File: src/rtl/nibble_fetch_pkg.sv
// rtl/nibble_fetch_pkg.sv - shared types, constants and sizing helper for nibble_fetch_ctrl
//
// Purpose: nibble width, controller state encoding and a counter-width helper.
// Ports: none (package).

package nibble_fetch_pkg;

  localparam int NIB_W = 4;

  typedef enum logic [2:0] {
    ST_IDLE    = 3'd0,
    ST_REQ     = 3'd1,
    ST_WAIT    = 3'd2,
    ST_CAPTURE = 3'd3,
    ST_HOLD    = 3'd4
  } state_e;

  // Bits needed to hold values 0..max_val, never less than one bit.
  function automatic int cnt_width(input int max_val);
    int w;
    w = $clog2(max_val + 1);
    return (w < 1) ? 1 : w;
  endfunction

endpackage

File: src/rtl/nibble_fetch_ctrl.sv
// rtl/nibble_fetch_ctrl.sv - request/settle/capture controller packing nibbles into a word
//
// Purpose: pulses ask_for_data, waits WAIT_CYCLES for the source to settle,
// samples data, packs NIBBLES nibbles MSB-first and offers the word over a
// valid/ready handshake.
// Ports:
//   sclk         in   system clock
//   rst          in   synchronous active-high reset
//   start        in   fetch one word (sampled in IDLE, and in HOLD on handshake)
//   data         in   4-bit nibble from the source
//   ask_for_data out  one-cycle request pulse to the source
//   word         out  assembled word, first nibble in the top bits
//   word_valid   out  word is held and valid
//   word_ready   in   consumer accepts word when word_valid && word_ready
//   busy         out  high whenever not IDLE

module nibble_fetch_ctrl
  import nibble_fetch_pkg::*;
#(
  parameter  int NIBBLES     = 4,
  parameter  int WAIT_CYCLES = 2,
  localparam int WORD_W      = NIB_W * NIBBLES
) (
  input  logic              sclk,
  input  logic              rst,
  input  logic              start,
  input  logic [NIB_W-1:0]  data,
  output logic              ask_for_data,
  output logic [WORD_W-1:0] word,
  output logic              word_valid,
  input  logic              word_ready,
  output logic              busy
);

  localparam int NCW = cnt_width(NIBBLES);
  localparam int WCW = cnt_width(WAIT_CYCLES);

  // With WAIT_CYCLES = 0 the WAIT state is never entered, so the load value is moot.
  localparam logic [WCW-1:0] WAIT_LOAD  = (WAIT_CYCLES > 0) ? WCW'(WAIT_CYCLES - 1) : '0;
  localparam logic [NCW-1:0] LAST_NIB   = NCW'(NIBBLES - 1);

  state_e              state_q;
  logic [NCW-1:0]      nib_cnt_q;
  logic [WCW-1:0]      wait_q;
  logic [WORD_W-1:0]   shift_q;
  logic [WORD_W-1:0]   shift_d;
  logic                ask_q;
  logic                valid_q;
  logic                busy_q;

  // Shift the new nibble in at the bottom; older nibbles move toward the MSBs.
  generate
    if (NIBBLES == 1) begin : g_single
      assign shift_d = data;
    end else begin : g_multi
      assign shift_d = {shift_q[WORD_W-NIB_W-1:0], data};
    end
  endgenerate

  always_ff @(posedge sclk) begin
    if (rst) begin
      state_q   <= ST_IDLE;
      nib_cnt_q <= '0;
      wait_q    <= '0;
      shift_q   <= '0;
      ask_q     <= 1'b0;
      valid_q   <= 1'b0;
      busy_q    <= 1'b0;
    end else begin
      ask_q <= 1'b0;
      case (state_q)
        ST_IDLE: begin
          if (start) begin
            state_q <= ST_REQ;
            ask_q   <= 1'b1;
            busy_q  <= 1'b1;
          end
        end
        ST_REQ: begin
          if (WAIT_CYCLES == 0) begin
            state_q <= ST_CAPTURE;
          end else begin
            state_q <= ST_WAIT;
            wait_q  <= WAIT_LOAD;
          end
        end
        ST_WAIT: begin
          if (wait_q == '0) begin
            state_q <= ST_CAPTURE;
          end else begin
            wait_q <= wait_q - WCW'(1);
          end
        end
        ST_CAPTURE: begin
          shift_q   <= shift_d;
          nib_cnt_q <= nib_cnt_q + NCW'(1);
          if (nib_cnt_q == LAST_NIB) begin
            state_q <= ST_HOLD;
            valid_q <= 1'b1;
          end else begin
            state_q <= ST_REQ;
            ask_q   <= 1'b1;
          end
        end
        ST_HOLD: begin
          if (word_ready) begin
            valid_q   <= 1'b0;
            nib_cnt_q <= '0;
            if (start) begin
              // Back-to-back word: request goes out in the cycle right after accept.
              state_q <= ST_REQ;
              ask_q   <= 1'b1;
            end else begin
              state_q <= ST_IDLE;
              busy_q  <= 1'b0;
            end
          end
        end
        default: begin
          state_q <= ST_IDLE;
          valid_q <= 1'b0;
          busy_q  <= 1'b0;
        end
      endcase
    end
  end

  assign ask_for_data = ask_q;
  assign word         = shift_q;
  assign word_valid   = valid_q;
  assign busy         = busy_q;

endmodule

File: config.mk
export PLATFORM = sky130hd
export DESIGN_NAME = nibble_fetch_ctrl
export DESIGN_NICKNAME = d
export VERILOG_FILES = /design/src/rtl/nibble_fetch_pkg.sv /design/src/rtl/nibble_fetch_ctrl.sv
export SDC_FILE = /design/constraint.sdc
export NUM_CORES = 1
export LEC_CHECK = 0
export CAP_MARGIN = 20
export CORE_MARGIN = 2
export CORE_UTILIZATION = 48
export DETAILED_ROUTE_END_ITERATION = 12
export PLACE_DENSITY = 0.75
export SLEW_MARGIN = 15
export SYNTH_ARGS = -nofsm -noshare
export SYNTH_HDL_FRONTEND = slang
export SYNTH_SLANG_ARGS = --single-unit
File: constraint.sdc
create_clock -name sclk -period 1.9 [get_ports sclk]
set_input_delay 0.57 -clock sclk [delete_from_list [all_inputs] [get_ports sclk]]
set_output_delay 0.57 -clock sclk [all_outputs]
set_load 0.005 [all_outputs]
# Yosys cells after proc, flatten, opt, wreduce, memory -nomap -nowiden
# Index checks and enable logic that the tools add are counted.
# classes
n_addsub,2
n_eq_ne,11
mux,21
bitwise,2
n_reduce_logical,11
# op_table
cell,n
two-way mux 3 bit,5
case mux 3 bit (5 select lines),1
"inequality test 2 bit, second input constant",6
"equality test 3 x 2 -> 1 bit, second input constant",3
two-way mux 1 bit,9
case mux 1 bit (3 select lines),3
case mux 3 bit (2 select lines),1
AND reduction 3 bit,2
OR reduction 3 bit,2
case mux 2 bit (2 select lines),1
AND reduction 2 bit,2
AND reduction 4 bit,1
nonzero test 2 bit,2
"adder 3 x 1 -> 3 bit, second input constant",1
"equality test 3 x 1 -> 1 bit, second input constant",1
"equality test 3 bit, second input constant",1
logical NOT 3 bit,1
logical NOT 2 bit,1
two-way mux 2 bit,1
inverter 1 bit,2
"subtractor 2 x 1 -> 2 bit, second input constant",1
# totals
ff_bits,27
output_inout_bits,19
word_cells,54

# Longest topological paths before layout
# logic_depth
depth_word,4
ltp_mapped,5

# Worst setup path after synthesis
# Ideal clock, no wire load.
# synth_path
path_type,input port to flip-flop
start,input port rst
end,register ask_q (netlist: ask_for_data)
t_arrival_ns,1.201
required_time_ns,1.772
setup_slack_ns,0.572
path_stages,3
path_cell_list,clkbuf_1 -> clkbuf_1 -> nor2_1
# synth_rtl
element,line,text
start: declaration,nibble_fetch_ctrl.sv:25,"input logic rst,"
end signal: assignment,nibble_fetch_ctrl.sv:66,ask_q <= 1'b0;
end signal: assignment,nibble_fetch_ctrl.sv:70,ask_q <= 1'b0;
end signal: assignment,nibble_fetch_ctrl.sv:75,ask_q <= 1'b1;
end: declaration,nibble_fetch_ctrl.sv:47,logic ask_q;
# No word-level cell between the ends.

# Worst setup path after layout
# layout_path
start,register shift_q[0] (netlist: word[0])
end,output port word[0]
# layout_rtl
element,line,text
start: declaration,nibble_fetch_ctrl.sv:45,logic [WORD_W-1:0] shift_q;
start signal: assignment,nibble_fetch_ctrl.sv:95,shift_q <= shift_d;
end: declaration,nibble_fetch_ctrl.sv:29,"output logic [WORD_W-1:0] word,"
# No word-level cell between the ends.

==> out/metrics.csv <==
metric;value;unit
DRT Pass-1 Iters;4;
Port Buffers;26;
WL per Instance;11.87;um
largest net degree at the start of global routing;20;
WHS Path Cells;2;
Yosys reg bits;27;
die area;2775;um2
clock sink total;27;
Clock Root Buffer;clkbuf_4;
pre-CTS setup slack;75.70;ps
worst path buffer plus inverter count;1;
async set or reset register ratio after synthesis;0;%
site row count;17;
leakage;0.5201;nW
CP Capture Type;output pin;
via count;939;
CORE AREA;2233;um2
clock buffer depth;2;
top cell type by total area after synthesis;dfxtp_1;
Worst Path Required;1330;ps
setup violators final;0;
first-pass GRT wire length;3594;um
worst-path cell chain;clkdlybuf4s50_1;
Synthesized Nets;143;
register area share after synthesis;47.52;%
sequential share of power;54.7;%
switching power;0.0004461;W
n_diodes;0;
final core utilization;64.26;%
# DRC;0;
top flip-flop cell by instance count after synthesis;dfxtp_1;
Synth Warn #;0;
Critical Path AT;1220;ps
Detail Route Antenna Nets;0;
actual slew at the worst max-slew pin;503.8;ps
Gate power share;27.6;%
Post-Syn Area per Cell;8.616;um2
family with the most delay on the worst path;buffers and inverters;
Post-CTS Hold Buffers;0;
vias in the first global route;800;
htree depth;1;
run status;completed;
cts bufs inserted;3;
power density cells;946.0;nW/um2
Post-CTS Setup Inserts;0;
share of cells above drive strength 1;5.769;%
FMAX;0.5588;GHz
Internal;0.0009115;W
relative slew slack;66.37;%
final max-slew violation count;0;
post-detail-place hpwl;1512;um
maxcap violations;0;
synth unique cells;33;
Total Wirelength;2184;um
CP Max Fanout;3;
Fill cells;203;
final hold violation count;0;
power share of the clock group;17.7;%
Worst setup SP type;register;
die width;52.68;um
Yosys top cell area share;47.52;%
top-level I/O count;27;
clock skew;2.733;ps
final worst slack;110.5;ps
aggregate global-route resource usage;17.45;%
placed instance count;180;
1st-iter DRT viols;18;
via/cell ratio;5.103;
Die Y;52.68;um
layout overhead on the synthesized area;26.18;%
Clock transition at path regs;140;ps
area of the mapped netlist;1137;um2
CP max stage delay;520;ps
post-cts sizing count;0;
CP Depth;1;
initial antenna violation count;0;
TritonCTS clock tree;done;
top post-synthesis cells by area;dfxtp_1 (48%), nand2_1 (11%), a21oi_1 (8.8%), ha_1 (3.3%), buf_2 (1.8%);
depth of the most critical reg-to-reg path;3;
Post-Syn Instances;132;
fin crit period;1790;ps
Hold Crit Class;reg -> reg;
sw frac;32.86;%
critical path class;reg -> out;
unrepaired setup endpoints after global routing;no;
Final #Nets;168;
placer congestion estimate;0.7518;
ratio of final minimum period to clock period;94.19;%
gr ovfl total;0;
Peak VDD IR;0.7420;mV
Critical-path top delay cell;clkdlybuf4s50_1;
Starting Density;50.92;%
Worst-Skew Late Latency;310;ps
Post-synth EDFFs;0;
final std cells w/o fill;184;
final setup TNS;0;ps
-- registers in the layout, summed over array words and instances (netlist names) --
register and flops:
word 16, busy 1, ask_for_data 1, wait_q 2
state_q 3, nib_cnt_q 3, word_valid 1
-- power by group through the flow --
stage / registers (W) / logic [W] / clock network [W]
3_3_place_gp: 0.000749 / 0.000368 / 0
6_report: 0.000743 / 0.000375 / 0.000240
3_5_place_dp: 0.000756 / 0.000378 / 0
2_1_floorplan: 0.000696 / 0.000328 / 0
4_1_cts: 0.000743 / 0.000380 / 0.000248
5_1_grt: 0.000766 / 0.000425 / 0.000269
-- through the flow --
stage	hold WS (ps)	power (W)	cell area, um2
after floorplan	426.4	0.001024	1137
after detailed placement	448.5	0.001133	1409
after global routing	502.2	0.001460	1435
after CTS	466.6	0.001372	1435
final	466.4	0.001358	1435
after global placement	441.3	0.001117	1409
-- Yosys cell counts (2+ instances only) --
| master | n |
|---|---|
| nand2_1 | 34 |
| dfxtp_1 | 27 |
| a21oi_1 | 20 |
| buf_2 | 4 |
| nor2_1 | 4 |
| clkbuf_1 | 3 |
| ha_1 | 3 |
| inv_1 | 3 |
| nand2b_1 | 3 |
| nor3_1 | 3 |
| buf_4 | 2 |
| nor4b_1 | 2 |
| o21a_1 | 2 |
| o21ai_1 | 2 |
| o21bai_1 | 2 |
-- routing by layer --
metal  share of wire, %  GRT usage [%]
met5                  0              0
met4               0.60          7.692
met3                2.5          1.714
met2                 46          26.25
met1                 51          25.04
-- kinds of logic after synthesis --
family	Yosys count	synth area share (%)
AND/OR/NAND/NOR	53	22.55
AO/OA/AOI/OAI	34	18.81
flip-flops	27	47.52
buffers and inverters	12	5.060
adder cells (fa/ha/maj)	3	3.301
multiplexers	2	1.980
XOR/XNOR	1	0.7702
-- cells in the final DEF, fill, tap and decap left out, types with 2 or more instances in the layout --
cell type        netlist  layout
a21oi_1               20      20
buf_4                  2       3
clkbuf_4               0       3
clkdlybuf4s50_1        0      26
dfxtp_1               27      27
ha_1                   3       3
inv_1                  3       3
nand2_1               34      34
nand2b_1               3       3
nor2_1                 4       4
nor3_1                 3       3
nor4b_1                2       2
o21a_1                 2       2
o21ai_1                2       2
o21bai_1               2       2
-- path summary, 6_finish.rpt --
| path | from | to | slack, ps |
|---|---|---|---|
| hold / removal | word[14]$_SDFFE_PP0N_ | word[14]$_SDFFE_PP0N_ | 470 |
| setup reg to reg | state_q[1]$_SDFFE_PP0P_ | state_q[0]$_SDFFE_PP0P_ | 420 |
| hold reg to reg | word[14]$_SDFFE_PP0N_ | word[14]$_SDFFE_PP0N_ | 470 |
| setup / recovery | word[0]$_SDFFE_PP0N_ | word[0] | 110 |
-- layout make-up --
cell class	count	area (um2)	area share, %
repair buffers	29	282.8	19.70
flip-flops and latches	27	540.5	37.66
inverters	3	11.26	0.7847
well taps	28	35.03	2.441
clock buffers	4	26.28	1.831
multi-input cells	93	539.3	37.58
(Power assumes the default switching activity.)
